==> config.mk <==
export PLATFORM = sky130hd
export DESIGN_NAME = ppcm_line_buffer
export DESIGN_NICKNAME = d
export VERILOG_FILES = /design/src/rtl/ppcm_line_buffer.sv
export SDC_FILE = /design/constraint.sdc
export NUM_CORES = 1
export LEC_CHECK = 0
export CORE_MARGIN = 5
export CORE_UTILIZATION = 55
export DETAILED_ROUTE_END_ITERATION = 16
export MAX_ROUTING_LAYER = met4
export PLACE_DENSITY_LB_ADDON = 0.3
export RECOVER_POWER = 25
export SYNTH_ARGS = -nofsm -noshare
export SYNTH_HDL_FRONTEND = slang
export SYNTH_SLANG_ARGS = --single-unit
==> constraint.sdc <==
create_clock -name clk -period 4.7 [get_ports clk]
set_input_delay 0.47 -clock clk [delete_from_list [all_inputs] [get_ports clk]]
set_output_delay 0.47 -clock clk [all_outputs]
set_load 0.1 [all_outputs]
==> src/rtl/ppcm_line_buffer.sv <==
// ppcm_line_buffer
// Read front end between the Wishbone bus and ppcm_core. It holds one aligned
// 16-byte line (4 x 32-bit words). Read hits are acknowledged one cycle after
// the request. A read miss fetches the whole line from the core in a single
// burst. Reads to the line being filled are served as soon as their word
// arrives. Writes are acknowledged but their data is discarded.
//
// Ports
//   clk, rst            clock, synchronous active-high reset
//   inv                 one-cycle pulse that invalidates the buffered line
//   wb_cyc/stb/we       bus cycle, strobe and write enable
//   wb_sel, wb_din      byte selects and write data (both ignored)
//   wb_addr             word address, byte address bits [ADDR_BITS-1:2]
//   wb_dout, wb_ack     read data and single-cycle registered acknowledge
//   core_cs/addr/burst  burst request to ppcm_core (address is line aligned)
//   core_dout/ack       one word per core_ack, in ascending order
//   core_busy           core still initialising; a miss waits for it
module ppcm_line_buffer #(
    parameter int unsigned ADDR_BITS = 24
) (
    input  logic                 clk,
    input  logic                 rst,
    input  logic                 inv,
    input  logic                 wb_cyc,
    input  logic                 wb_stb,
    input  logic                 wb_we,
    input  logic [3:0]           wb_sel,
    input  logic [ADDR_BITS-3:0] wb_addr,
    input  logic [31:0]          wb_din,
    output logic [31:0]          wb_dout,
    output logic                 wb_ack,
    output logic                 core_cs,
    output logic [ADDR_BITS-3:0] core_addr,
    output logic                 core_burst,
    input  logic [31:0]          core_dout,
    input  logic                 core_busy,
    input  logic                 core_ack
);

    localparam int unsigned TAG_W = ADDR_BITS - 4;

    typedef enum logic [1:0] {
        IDLE,
        FILL,
        DRAIN
    } state_e;

    state_e                 state_q, state_d;
    logic [TAG_W-1:0]       tag_q, tag_d;
    logic [31:0]            data_q [4];
    logic [31:0]            data_d [4];
    logic                   line_valid_q, line_valid_d;
    logic [3:0]             wvalid_q, wvalid_d;
    logic [1:0]             fill_idx_q, fill_idx_d;
    logic                   inv_pend_q, inv_pend_d;
    logic                   core_cs_q, core_cs_d;
    logic                   core_burst_q, core_burst_d;
    logic [ADDR_BITS-3:0]   core_addr_q, core_addr_d;
    logic                   wb_ack_q, wb_ack_d;
    logic [31:0]            wb_dout_q, wb_dout_d;

    logic                   req, rd_req, wr_req;
    logic [TAG_W-1:0]       req_tag;
    logic [1:0]             req_idx;
    logic                   tag_match;

    // Write data and byte selects are accepted but never stored.
    logic unused_inputs;
    assign unused_inputs = ^{wb_sel, wb_din};

    assign req       = wb_cyc & wb_stb & ~wb_ack_q;
    assign rd_req    = req & ~wb_we;
    assign wr_req    = req & wb_we;
    assign req_tag   = wb_addr[ADDR_BITS-3:2];
    assign req_idx   = wb_addr[1:0];
    assign tag_match = (req_tag == tag_q);

    always_comb begin
        state_d      = state_q;
        tag_d        = tag_q;
        data_d       = data_q;
        line_valid_d = line_valid_q;
        wvalid_d     = wvalid_q;
        fill_idx_d   = fill_idx_q;
        inv_pend_d   = inv_pend_q;
        core_cs_d    = core_cs_q;
        core_burst_d = core_burst_q;
        core_addr_d  = core_addr_q;
        wb_ack_d     = 1'b0;
        wb_dout_d    = wb_dout_q;

        if (wr_req) begin
            wb_ack_d  = 1'b1;
            wb_dout_d = '0;
        end

        unique case (state_q)
            IDLE: begin
                // An inv arriving with a hit turns the hit into a miss.
                if (rd_req && !inv && line_valid_q && tag_match && wvalid_q[req_idx]) begin
                    wb_ack_d  = 1'b1;
                    wb_dout_d = data_q[req_idx];
                end else begin
                    if (inv) begin
                        line_valid_d = 1'b0;
                        wvalid_d     = '0;
                    end
                    // While the core is busy the miss simply retries each cycle.
                    if (rd_req && !core_busy) begin
                        tag_d        = req_tag;
                        line_valid_d = 1'b1;
                        wvalid_d     = '0;
                        core_addr_d  = {req_tag, 2'b00};
                        core_cs_d    = 1'b1;
                        core_burst_d = 1'b1;
                        fill_idx_d   = '0;
                        inv_pend_d   = 1'b0;
                        state_d      = FILL;
                    end
                end
            end

            FILL: begin
                if (inv) begin
                    inv_pend_d = 1'b1;
                end
                if (core_ack) begin
                    data_d[fill_idx_q]   = core_dout;
                    wvalid_d[fill_idx_q] = 1'b1;
                    fill_idx_d           = fill_idx_q + 2'd1;
                    if (fill_idx_q == 2'd3) begin
                        core_cs_d    = 1'b0;
                        core_burst_d = 1'b0;
                        state_d      = DRAIN;
                    end
                end
                // Early restart: the word arriving this cycle is forwarded
                // straight from core_dout so the ack lands one cycle later.
                if (rd_req && tag_match) begin
                    if (wvalid_q[req_idx]) begin
                        wb_ack_d  = 1'b1;
                        wb_dout_d = data_q[req_idx];
                    end else if (core_ack && (fill_idx_q == req_idx)) begin
                        wb_ack_d  = 1'b1;
                        wb_dout_d = core_dout;
                    end
                end
            end

            DRAIN: begin
                // An inv seen during the fill takes effect here, as IDLE is entered.
                if (inv_pend_q || inv) begin
                    line_valid_d = 1'b0;
                    wvalid_d     = '0;
                end
                inv_pend_d = 1'b0;
                state_d    = IDLE;
            end

            default: begin
                state_d = IDLE;
            end
        endcase
    end

    always_ff @(posedge clk) begin
        if (rst) begin
            state_q      <= IDLE;
            tag_q        <= '0;
            for (int unsigned i = 0; i < 4; i++) begin
                data_q[i] <= '0;
            end
            line_valid_q <= 1'b0;
            wvalid_q     <= '0;
            fill_idx_q   <= '0;
            inv_pend_q   <= 1'b0;
            core_cs_q    <= 1'b0;
            core_burst_q <= 1'b0;
            core_addr_q  <= '0;
            wb_ack_q     <= 1'b0;
            wb_dout_q    <= '0;
        end else begin
            state_q      <= state_d;
            tag_q        <= tag_d;
            data_q       <= data_d;
            line_valid_q <= line_valid_d;
            wvalid_q     <= wvalid_d;
            fill_idx_q   <= fill_idx_d;
            inv_pend_q   <= inv_pend_d;
            core_cs_q    <= core_cs_d;
            core_burst_q <= core_burst_d;
            core_addr_q  <= core_addr_d;
            wb_ack_q     <= wb_ack_d;
            wb_dout_q    <= wb_dout_d;
        end
    end

    assign wb_ack     = wb_ack_q;
    assign wb_dout    = wb_dout_q;
    assign core_cs    = core_cs_q;
    assign core_burst = core_burst_q;
    assign core_addr  = core_addr_q;

endmodule

==> results.py, run 1 <==
metrics = {
    "grt": {
        "antenna_found_initial": 0,
        "grt_overflow": 0,
        "track_usage_pct": 23.53,
        "grt_pass1_vias": 6790,
        "grt_max_degree": 91,
        "grt_pass1_wl_mm": 33.00,
    },
    "clock_tree": {
        "cts_buffers": 17,
        "ctsHoldBuffers": 0,
        "cts.clk_slew.worst_paths_ps": 70,
        "cts_resized": 0,
        "cts-root-buf": "clkbuf_16",
        "cts.sinks": 192,
        "post-cts-setup-buffer-count": 0,
        "clock_latency_ps": 430,
        "clockBufferDepth": 2,
        "cts_tree": "yes",
        "htree_levels": 4,
    },
    "die": {
        "num_rows": 44,
        "initial_utilization_pct": 56.28,
        "die_h_um": 132.0,
        "core_mm2": 0.01453,
        "die_x_um": 132.0,
        "pin_count": 155,
        "die-area_mm2": 0.01741,
    },
    "setup_path": {
        "rr_startpoint": "state_q[0]",
        "crit_chain": "dlygate4sd3_1 -> nand2_1 -> nor2_1 -> and2_0 -> clkbuf_1 -> nand2_1 -> a21oi_1",
        "required_ps": 5050,
        "slowest_stage": "clkbuf_1",
        "cpLargestDelayFamily": "buffers and inverters",
        "worst-r2r-setup-slack_ps": 1500,
        "cp-end-kind": "flop",
        "cp_max_fo": 32,
        "worst-setup-path-type": "primary input to flop",
        "rr_endpoint": "data_q[35]",
        "critPathArrivalTime_ps": 3760,
        "cp_common_cell": "nand2_1",
        "cp.buffers_inverters": 2,
        "startpoint_type": "primary input",
        "cpPeakStageDelay_ps": 1370,
        "r2r_cells": 6,
    },
    "sta": {
        "rsz0062_at_grt": "no",
        "hold_viol": 0,
        "tightest_slew_ps": 1925,
        "fin_crit_sh_pct": 72.63,
        "setup_violations": 0,
        "final.setup.tns_ps": 0,
        "final.setup_skew_ps": 10.90,
        "slew_headroom_pct": -28.33,
        "slew_viol_final": 101,
        "max_freq_mhz": 293.0,
        "period_minus_slack_ps": 3414,
    },
    "final_layout": {
        "fin_nets": 1101,
        "nFillCells": 1124,
        "layout_commonest_cell": "nand2_1",
        "final_cell_mix": "304 x nand2_1, 192 x dfxtp_1, 136 x a21oi_1, 111 x clkdlybuf4s50_1, 33 x mux4_2",
        "fin_cells": 1196,
        "post-route-util_pct": 68.27,
        "drive_above_1_share_pct": 8.794,
        "n_antenna_cell": 0,
        "area_growth_syn_to_layout_pct": 21.29,
    },
    "flow_run": {
        "cap_viol_max_count": 3,
    },
    "synth": {
        "ys_warn_count": 0,
        "avgSynthCellArea_um2": 8.901,
        "synth_edf_count": 0,
        "synth_area_mm2": 0.008180,
        "async_flop_share_pct": 0,
        "synth_ff_type": "dfxtp_1",
        "synth_seq_area_share_pct": 46.99,
        "synthCells": 919,
        "ys_ff_latch": 192,
        "ys_types": 47,
    },
    "min_path": {
        "min_from": "data_q[33]",
        "whs_path_depth": 2,
        "hold_class": "flop to flop",
        "holdPathEnd": "data_q[33]",
    },
    "pwr": {
        "vdd.ir_drop.worst_mv": 0.2744,
        "leakagePower_uw": 0.003244,
        "power_density_mw_per_mm2": 331.5,
        "power_uw": 3289,
    },
    "place": {
        "post-place-cells": 1164,
        "gp_congestion": 0.8233,
        "io_buffer_count": 116,
        "dp_hpwl_mm": 12.21,
    },
    "detailed_routing": {
        "firstDrtPassIters": 6,
        "final_antenna_net_count": 0,
        "routedWlPerCell_um": 16.96,
        "drc": 0,
        "drt-total-wl_mm": 20.29,
        "vias_per_cell": 5.727,
        "drt_iter0_drc": 639,
        "vias": 6849,
    },
    "outcome": {
        "status": "complete, but fails checks",
        "violations": "max-capacitance violations, max-slew violations",
    },
}
sequential cells by signal (all words and copies together), names as in the netlist, 2 cells and up:
signal      flops
core_addr      20
data_q        128
wvalid_q        4
wb_dout        32
fill_idx_q      2
state_q         2
logic make-up after synthesis:
logic type | after synthesis | synth area share (%)
simple gates | 379 | 19.76
flops | 192 | 46.99
compound gates | 187 | 14.15
buf+inv | 79 | 4.298
mux | 55 | 11.79
xor+xnor | 22 | 2.355
fa+ha+maj | 4 | 0.6118
other cells | 1 | 0.04584
routing by layer:
layer	part of all wire, %	up-vias	wire (µm)	track usage (%)
li1	-	3304	-	-
met1	41	3288	8401	29.20
met2	50	232	10210	39.02
met3	7.0	25	1426	4.733
met4	1.2	0	253	6.857
met5	0	-	0	-
worst reg2reg max path: cells and delay by family (launching register included):
family          cells  cell delay, ps
compound gates      1             220
simple gates        4            1080
buf+inv             1            1370
flops               1             450
worst max-delay path by stage:
stage	cells past startpoint	end	slack, ps	start
final	7	data_q[35]	1290	core_ack
after global routing	7	data_q[35]	1040	core_ack
after CTS	8	wb_dout[2]	1730	wb_addr[16]
after detailed placement	8	wb_dout[5]	1310	wb_addr[16]
after global placement	8	wb_dout[1]	1300	wb_addr[16]
after floorplan	7	wb_dout[0]	2170	core_addr[2]
cells in the mapped netlist (3+ instances only):
library cell | number | area [µm²]
and2_1 | 4 | 25.02
xnor2_1 | 22 | 192.7
nand4_1 | 5 | 31.28
buf_6 | 4 | 45.04
a31oi_1 | 4 | 25.02
nor2_1 | 11 | 41.29
nand2_1 | 304 | 1141
buf_2 | 8 | 40.04
clkbuf_1 | 53 | 198.9
buf_4 | 4 | 30.03
nand3_1 | 5 | 25.02
ha_1 | 4 | 50.05
o21ai_0 | 3 | 15.01
a221o_1 | 31 | 310.3
mux2i_1 | 21 | 210.2
inv_2 | 4 | 15.01
dfxtp_1 | 192 | 3844
mux4_2 | 33 | 743.2
buf_1 | 3 | 11.26
inv_1 | 3 | 11.26
nor3_1 | 5 | 25.02
a21oi_1 | 136 | 680.7
nor2b_1 | 32 | 200.2
through the flow:
step	hold slack (ps)	instance area (µm²)	worst slack (ps)
finish	450.9	9922	1286
global route	470.2	9922	1043
CTS	451.6	9942	1735
detailed placement	443.3	9366	1307
global placement	438.7	9366	1300
floorplan	433.1	8184	2172
power breakdown:
| part | internal [µW] | leakage [µW] | switching, µW |
|---|---|---|---|
| Sequential | 1640 | 0.00155 | 7.64 |
| Combinational | 92.2 | 0.00142 | 147 |
| Clock | 780 | 0.000279 | 626 |
layout make-up:
cell class	count	area, µm²	share of cell area, %
clock buffer	22	474.2	4.779
sequential	192	3844	38.74
timing repair buffer	132	1254	12.64
multi-input combinational	649	3993	40.24
clock inverter	10	101.3	1.021
inverter	7	26.28	0.2648
tap	184	230.2	2.320
Note: power is estimated with default switching activity, not from simulation.
==> run 2: changes to the inputs <==
--- a/config.mk
+++ b/config.mk
@@ -6,7 +6,7 @@
 export NUM_CORES = 1
 export LEC_CHECK = 0
 export CORE_MARGIN = 5
-export CORE_UTILIZATION = 55
+export CORE_UTILIZATION = 52
 export DETAILED_ROUTE_END_ITERATION = 16
 export MAX_ROUTING_LAYER = met4
 export PLACE_DENSITY_LB_ADDON = 0.3
==> constraint.sdc (replaced) <==
create_clock -name clk -period 3.46 [get_ports clk]
set_input_delay 0.346 -clock clk [delete_from_list [all_inputs] [get_ports clk]]
set_output_delay 0.346 -clock clk [all_outputs]
set_load 0.1 [all_outputs]
==> run 2 against run 1 <==
The flow now finishes without violations. Sequential share of layout area decreased by 0.77 points. Sequential power increased by 36%. Non-clock buffer count increased by 8. Flip-flop and latch count unchanged. Hold slack got worse by 49 ps. Clock power increased by 57%. Power increased by 45%. Setup slack got worse by 480 ps. Utilization decreased by 2.2 points. Routed wire length increased by 2.3%. Register-to-register slack got worse by 660 ps. Critical endpoint is now data_q[78].
==> results.py, run 2 (same netlist as run 1, synthesis figures left out) <==
metrics = {
    "sta": {
        "final.setup_skew_ps": 8.350,
        "period_minus_slack_ps": 2657,
        "tightest_slew_ps": 1119,
        "max_freq_mhz": 376.4,
        "slew_viol_final": 0,
        "setup_violations": 0,
        "final.setup.tns_ps": 0,
        "fin_crit_sh_pct": 76.78,
        "slew_headroom_pct": 25.37,
        "rsz0062_at_grt": "no",
        "hold_viol": 0,
    },
    "grt": {
        "grt_max_degree": 95,
        "use_met3_pct": 4.718,
        "grt_overflow": 0,
        "grt_pass1_wl_mm": 33.19,
        "grt_pass1_vias": 6602,
        "antenna_found_initial": 0,
        "top_usage_layer": "met2",
        "gr-usage-met2_pct": 37.03,
        "grtUsageMet1_pct": 29.84,
        "track_usage_pct": 23.37,
    },
    "clock_tree": {
        "cts_resized": 0,
        "cts.clk_slew.worst_paths_ps": 70,
        "ctsHoldBuffers": 0,
        "htree_levels": 4,
        "post-cts-setup-buffer-count": 0,
        "cts_buffers": 17,
        "clockBufferDepth": 2,
        "cts_tree": "yes",
        "cts.sinks": 192,
        "cts-root-buf": "clkbuf_16",
        "clock_latency_ps": 430,
    },
    "setup_path": {
        "worst-setup-path-type": "primary input to flop",
        "cp_common_cell": "nand2_1",
        "slowest_stage": "clkbuf_1",
        "cpPeakStageDelay_ps": 830,
        "required_ps": 3810,
        "cp-end-kind": "flop",
        "cp_max_fo": 19,
        "crit_chain": "dlygate4sd3_1 -> nand2_1 -> nor2_1 -> and2_0 -> clkbuf_1 -> nand2_1 -> a21oi_1",
        "startpoint_type": "primary input",
        "critPathArrivalTime_ps": 3010,
    },
    "final_layout": {
        "largest_reg_flops": 128,
        "fin_nets": 1109,
        "nFillCells": 1259,
        "fin_cells": 1231,
        "drive_above_1_share_pct": 9.706,
        "top_register": "data_q",
        "area_growth_syn_to_layout_pct": 23.75,
        "n_antenna_cell": 0,
        "final_cell_mix": "304 x nand2_1, 192 x dfxtp_1, 136 x a21oi_1, 112 x clkdlybuf4s50_1, 33 x mux4_2",
        "layout_commonest_cell": "nand2_1",
    },
    "pwr": {
        "leakagePower_uw": 0.003345,
        "power_uw": 4777,
        "power_density_mw_per_mm2": 471.9,
        "vdd.ir_drop.worst_mv": 0.3833,
    },
    "flow_run": {
        "cap_viol_max_count": 0,
    },
    "die": {
        "initial_utilization_pct": 53.42,
        "num_rows": 45,
        "die-area_mm2": 0.01834,
        "die_x_um": 135.4,
        "die_h_um": 135.4,
        "pin_count": 155,
        "core_mm2": 0.01531,
    },
    "place": {
        "dp_hpwl_mm": 13.16,
        "post-place-cells": 1199,
        "io_buffer_count": 116,
        "gp_congestion": 0.8289,
    },
    "detailed_routing": {
        "vias": 6842,
        "routedWlPerCell_um": 16.85,
        "drt-total-wl_mm": 20.75,
        "final_antenna_net_count": 0,
        "vias_per_cell": 5.558,
        "drt_iter0_drc": 652,
        "drc": 0,
        "firstDrtPassIters": 5,
    },
    "outcome": {
        "status": "completed",
    },
    "min_path": {
        "hold_class": "primary input to flop",
    },
}
run 2: report_power, final:
group	internal, µW	switching, µW	total [µW]
Sequential	2220	10.4	2230
Combinational	127	201	328
Clock	1360	854	2220
run 2: area by class of cell:
| cell class | count | area (µm²) | area share, % |
|---|---|---|---|
| clock inverter | 13 | 232.7 | 2.299 |
| inverter | 7 | 26.28 | 0.2595 |
| sequential | 192 | 3844 | 37.97 |
| tap | 211 | 264.0 | 2.608 |
| clock buffer | 19 | 432.9 | 4.276 |
| multi-input combinational | 649 | 3993 | 39.44 |
| timing repair buffer | 140 | 1331 | 13.15 |
run 2: per-layer routing:
metal / vias to the layer above / part of all wire [%]
met2: 208 / 50
li1: 3322 / -
met5: - / 0
met1: 3278 / 43
met4: 0 / 2.0
met3: 34 / 5.8
run 2: metrics by stage:
| stage | setup WS, ps | cell area (µm²) | hold slack [ps] | utilization (%) |
|---|---|---|---|---|
| after floorplan | 931.6 | 8184 | 433.1 | - |
| after global placement | 540.5 | 9473 | 438.3 | 61.85 |
| after detailed placement | 510.7 | 9473 | 445.2 | 61.85 |
| after CTS | 879.8 | 10140 | 385.7 | 66.20 |
| after global routing | 531.4 | 10120 | 404.3 | 66.10 |
| final | 803.5 | 10120 | 401.4 | 66.10 |
run 2: path summary, 6_finish.rpt:
| path | from | depth (start not counted) | endpoint | slack, ps |
|---|---|---|---|---|
| hold reg to reg | data_q[56] | 2 | data_q[56] | 450 |
| hold / removal | rst | 2 | core_burst | 400 |
| setup / recovery | core_ack | 7 | data_q[78] | 800 |
| setup reg to reg | core_addr[5] | 7 | wb_dout[22] | 840 |
run 2: worst max-delay path, delay by kind of cell:
family	cells	cell delay (ps)
buffers and inverters	2	1470
AND/OR/NAND/NOR	4	990
AO/OA/AOI/OAI	1	180
==> run 3: changes to the inputs <==
==> constraint.sdc (replaced) <==
create_clock -name clk -period 2.5 [get_ports clk]
set_input_delay 0.25 -clock clk [delete_from_list [all_inputs] [get_ports clk]]
set_output_delay 0.25 -clock clk [all_outputs]
set_load 0.1 [all_outputs]
==> run 3 against run 2 <==
Utilization decreased by 1.9 points. Clock power increased by 16%. Sequential share of layout area increased by 1.2 points. Routed wire length decreased by 2.7%. Global-route usage decreased by 0.48 points. Largest cell class unchanged. Design area decreased by 2.9%. Non-clock buffer count increased by 7. Highest routed layer unchanged.
==> results.py, run 3 (same netlist as run 1, synthesis figures left out) <==
metrics = {
    "setup_path": {
        "critPathArrivalTime_ps": 2530,
        "rr_startpoint": "state_q[0]",
        "cp_max_fo": 18,
        "cpPeakStageDelay_ps": 560,
        "slowest_stage": "or4_1",
        "crit_chain": "inv_2 -> or4_1 -> o32ai_1 -> nand3_1 -> buf_4 -> nor2b_1 -> a221o_1",
        "cp-end-kind": "flop",
        "startpoint_type": "flop",
        "worst-setup-path-type": "flop to flop",
        "worst-r2r-setup-slack_ps": 350,
        "cpLargestDelayFamily": "simple AND/OR/NAND/NOR gates",
        "cp.buffers_inverters": 2,
        "cp-startpoint": "state_q[0]",
        "required_ps": 2880,
        "rr_endpoint": "wb_dout[2]",
        "r2r_cells": 7,
    },
    "sta": {
        "hold_viol": 0,
        "max_freq_mhz": 465.8,
        "rsz0062_at_grt": "no",
        "slew_viol_final": 0,
        "final.setup.tns_ps": 0,
        "slew_headroom_pct": 19.00,
        "tightest_slew_ps": 1220,
        "period_minus_slack_ps": 2147,
        "fin_crit_sh_pct": 85.87,
        "setup_violations": 0,
        "final.setup_skew_ps": 12.04,
    },
    "grt": {
        "grt_pass1_wl_mm": 32.76,
        "grt_pass1_vias": 6669,
        "grt_max_degree": 142,
        "grt_overflow": 0,
        "antenna_found_initial": 0,
        "track_usage_pct": 22.88,
    },
    "place": {
        "dp_hpwl_mm": 12.71,
        "io_buffer_count": 116,
        "post-place-cells": 1206,
        "gp_congestion": 0.8476,
    },
    "detailed_routing": {
        "drt_iter0_drc": 623,
        "vias": 6801,
        "routedWlPerCell_um": 16.33,
        "drc": 0,
        "vias_per_cell": 5.502,
        "firstDrtPassIters": 5,
        "drt-total-wl_mm": 20.19,
        "final_antenna_net_count": 0,
    },
    "pwr": {
        "intPower_uw": 4703,
        "power.switching_uw": 1430,
        "p_clk_share_pct": 42.1,
        "vdd.ir_drop.worst_mv": 0.4791,
        "p_comb_share_pct": 7.5,
        "leakagePower_uw": 0.003227,
        "power_density_mw_per_mm2": 624.2,
        "seqPwrFrac_pct": 50.4,
        "swShare_pct": 23.32,
    },
    "clock_tree": {
        "ctsHoldBuffers": 0,
        "cts_buffers": 17,
        "cts-root-buf": "clkbuf_16",
        "clockBufferDepth": 2,
        "cts_tree": "yes",
        "post-cts-setup-buffer-count": 0,
        "cts.sinks": 192,
        "clock_latency_ps": 430,
        "cts.clk_slew.worst_paths_ps": 70,
        "htree_levels": 4,
        "cts_resized": 0,
    },
    "final_layout": {
        "drive_above_1_share_pct": 11.02,
        "fin_cells": 1236,
        "largest_reg_flops": 128,
        "area_growth_syn_to_layout_pct": 20.11,
        "final_cell_mix": "304 x nand2_1, 185 x dfxtp_1, 136 x a21oi_1, 58 x clkbuf_1, 58 x clkdlybuf4s50_1",
        "fin_nets": 1116,
        "n_antenna_cell": 0,
        "layout_commonest_cell": "nand2_1",
        "top_register": "data_q",
    },
    "die": {
        "num_rows": 45,
        "die_h_um": 135.4,
        "initial_utilization_pct": 53.42,
        "die-area_mm2": 0.01834,
        "die_x_um": 135.4,
        "core_mm2": 0.01531,
        "pin_count": 155,
    },
    "min_path": {
        "min_from": "rst",
        "hold_class": "primary input to flop",
        "holdPathEnd": "wb_ack",
        "whs_path_depth": 3,
    },
    "flow_run": {
        "cap_viol_max_count": 0,
    },
    "outcome": {
        "status": "completed",
    },
}
-- run 3: how the worst max path moves through the flow --
stage / end / depth (start not counted) / slack, ps
after CTS: wb_dout[2] / 7 / 390
after global routing: data_q[59] / 7 / 130
final: wb_dout[2] / 7 / 350
after detailed placement: wb_dout[13] / 8 / 30
after global placement: wb_dout[13] / 8 / 80
after floorplan: wb_dout[0] / 7 / 7
-- run 3: worst min-delay path, stage by stage --
cell,delay (ps)
buf_4,130
buf_12,250
nor2_1,160
-- run 3: metrics by stage --
| stage | cell area [µm²] | hold WS (ps) | util, % | setup slack, ps | total power (µW) |
|---|---|---|---|---|---|
| 3_3_place_gp | 9484 | 438.7 | 61.93 | 76.40 | 3623 |
| 3_5_place_dp | 9484 | 443.8 | 61.93 | 30.96 | 3626 |
| 6_report | 9826 | 397.4 | 64.16 | 353.2 | 6133 |
| 4_1_cts | 10040 | 403.0 | 65.55 | 385.2 | 6187 |
| 5_1_grt | 9826 | 420.6 | 64.16 | 129.7 | 6335 |
| 2_1_floorplan | 8193 | 384.7 | - | 7.413 | 3424 |
-- run 3: layout make-up --
type	count	area [µm²]
fill	1339	5489
sequential	192	3852
clock buffer	22	474.2
clock inverter	8	80.08
timing repair buffer	147	1131
inverter	7	26.28
multi-input combinational	649	3998
tap	211	264.0
-- run 3: routing by layer --
metal / share of wire, % / wire length (µm) / track usage (%) / vias up
met5: 0 / 0 / - / -
met1: 43 / 8692 / 27.88 / 3233
met2: 49 / 9971 / 37.42 / 192
met4: 2.5 / 504 / 9.462 / 0
li1: - / - / - / 3336
met3: 5.0 / 1018 / 4.421 / 40
-- run 3: power groups by stage --
stage	registers [µW]	logic, µW	clock network (µW)
2_1_floorplan	3210	210	0
3_3_place_gp	3160	463	0
3_5_place_dp	3160	465	0
4_1_cts	3090	468	2630
5_1_grt	3090	488	2760
6_report	3090	458	2580
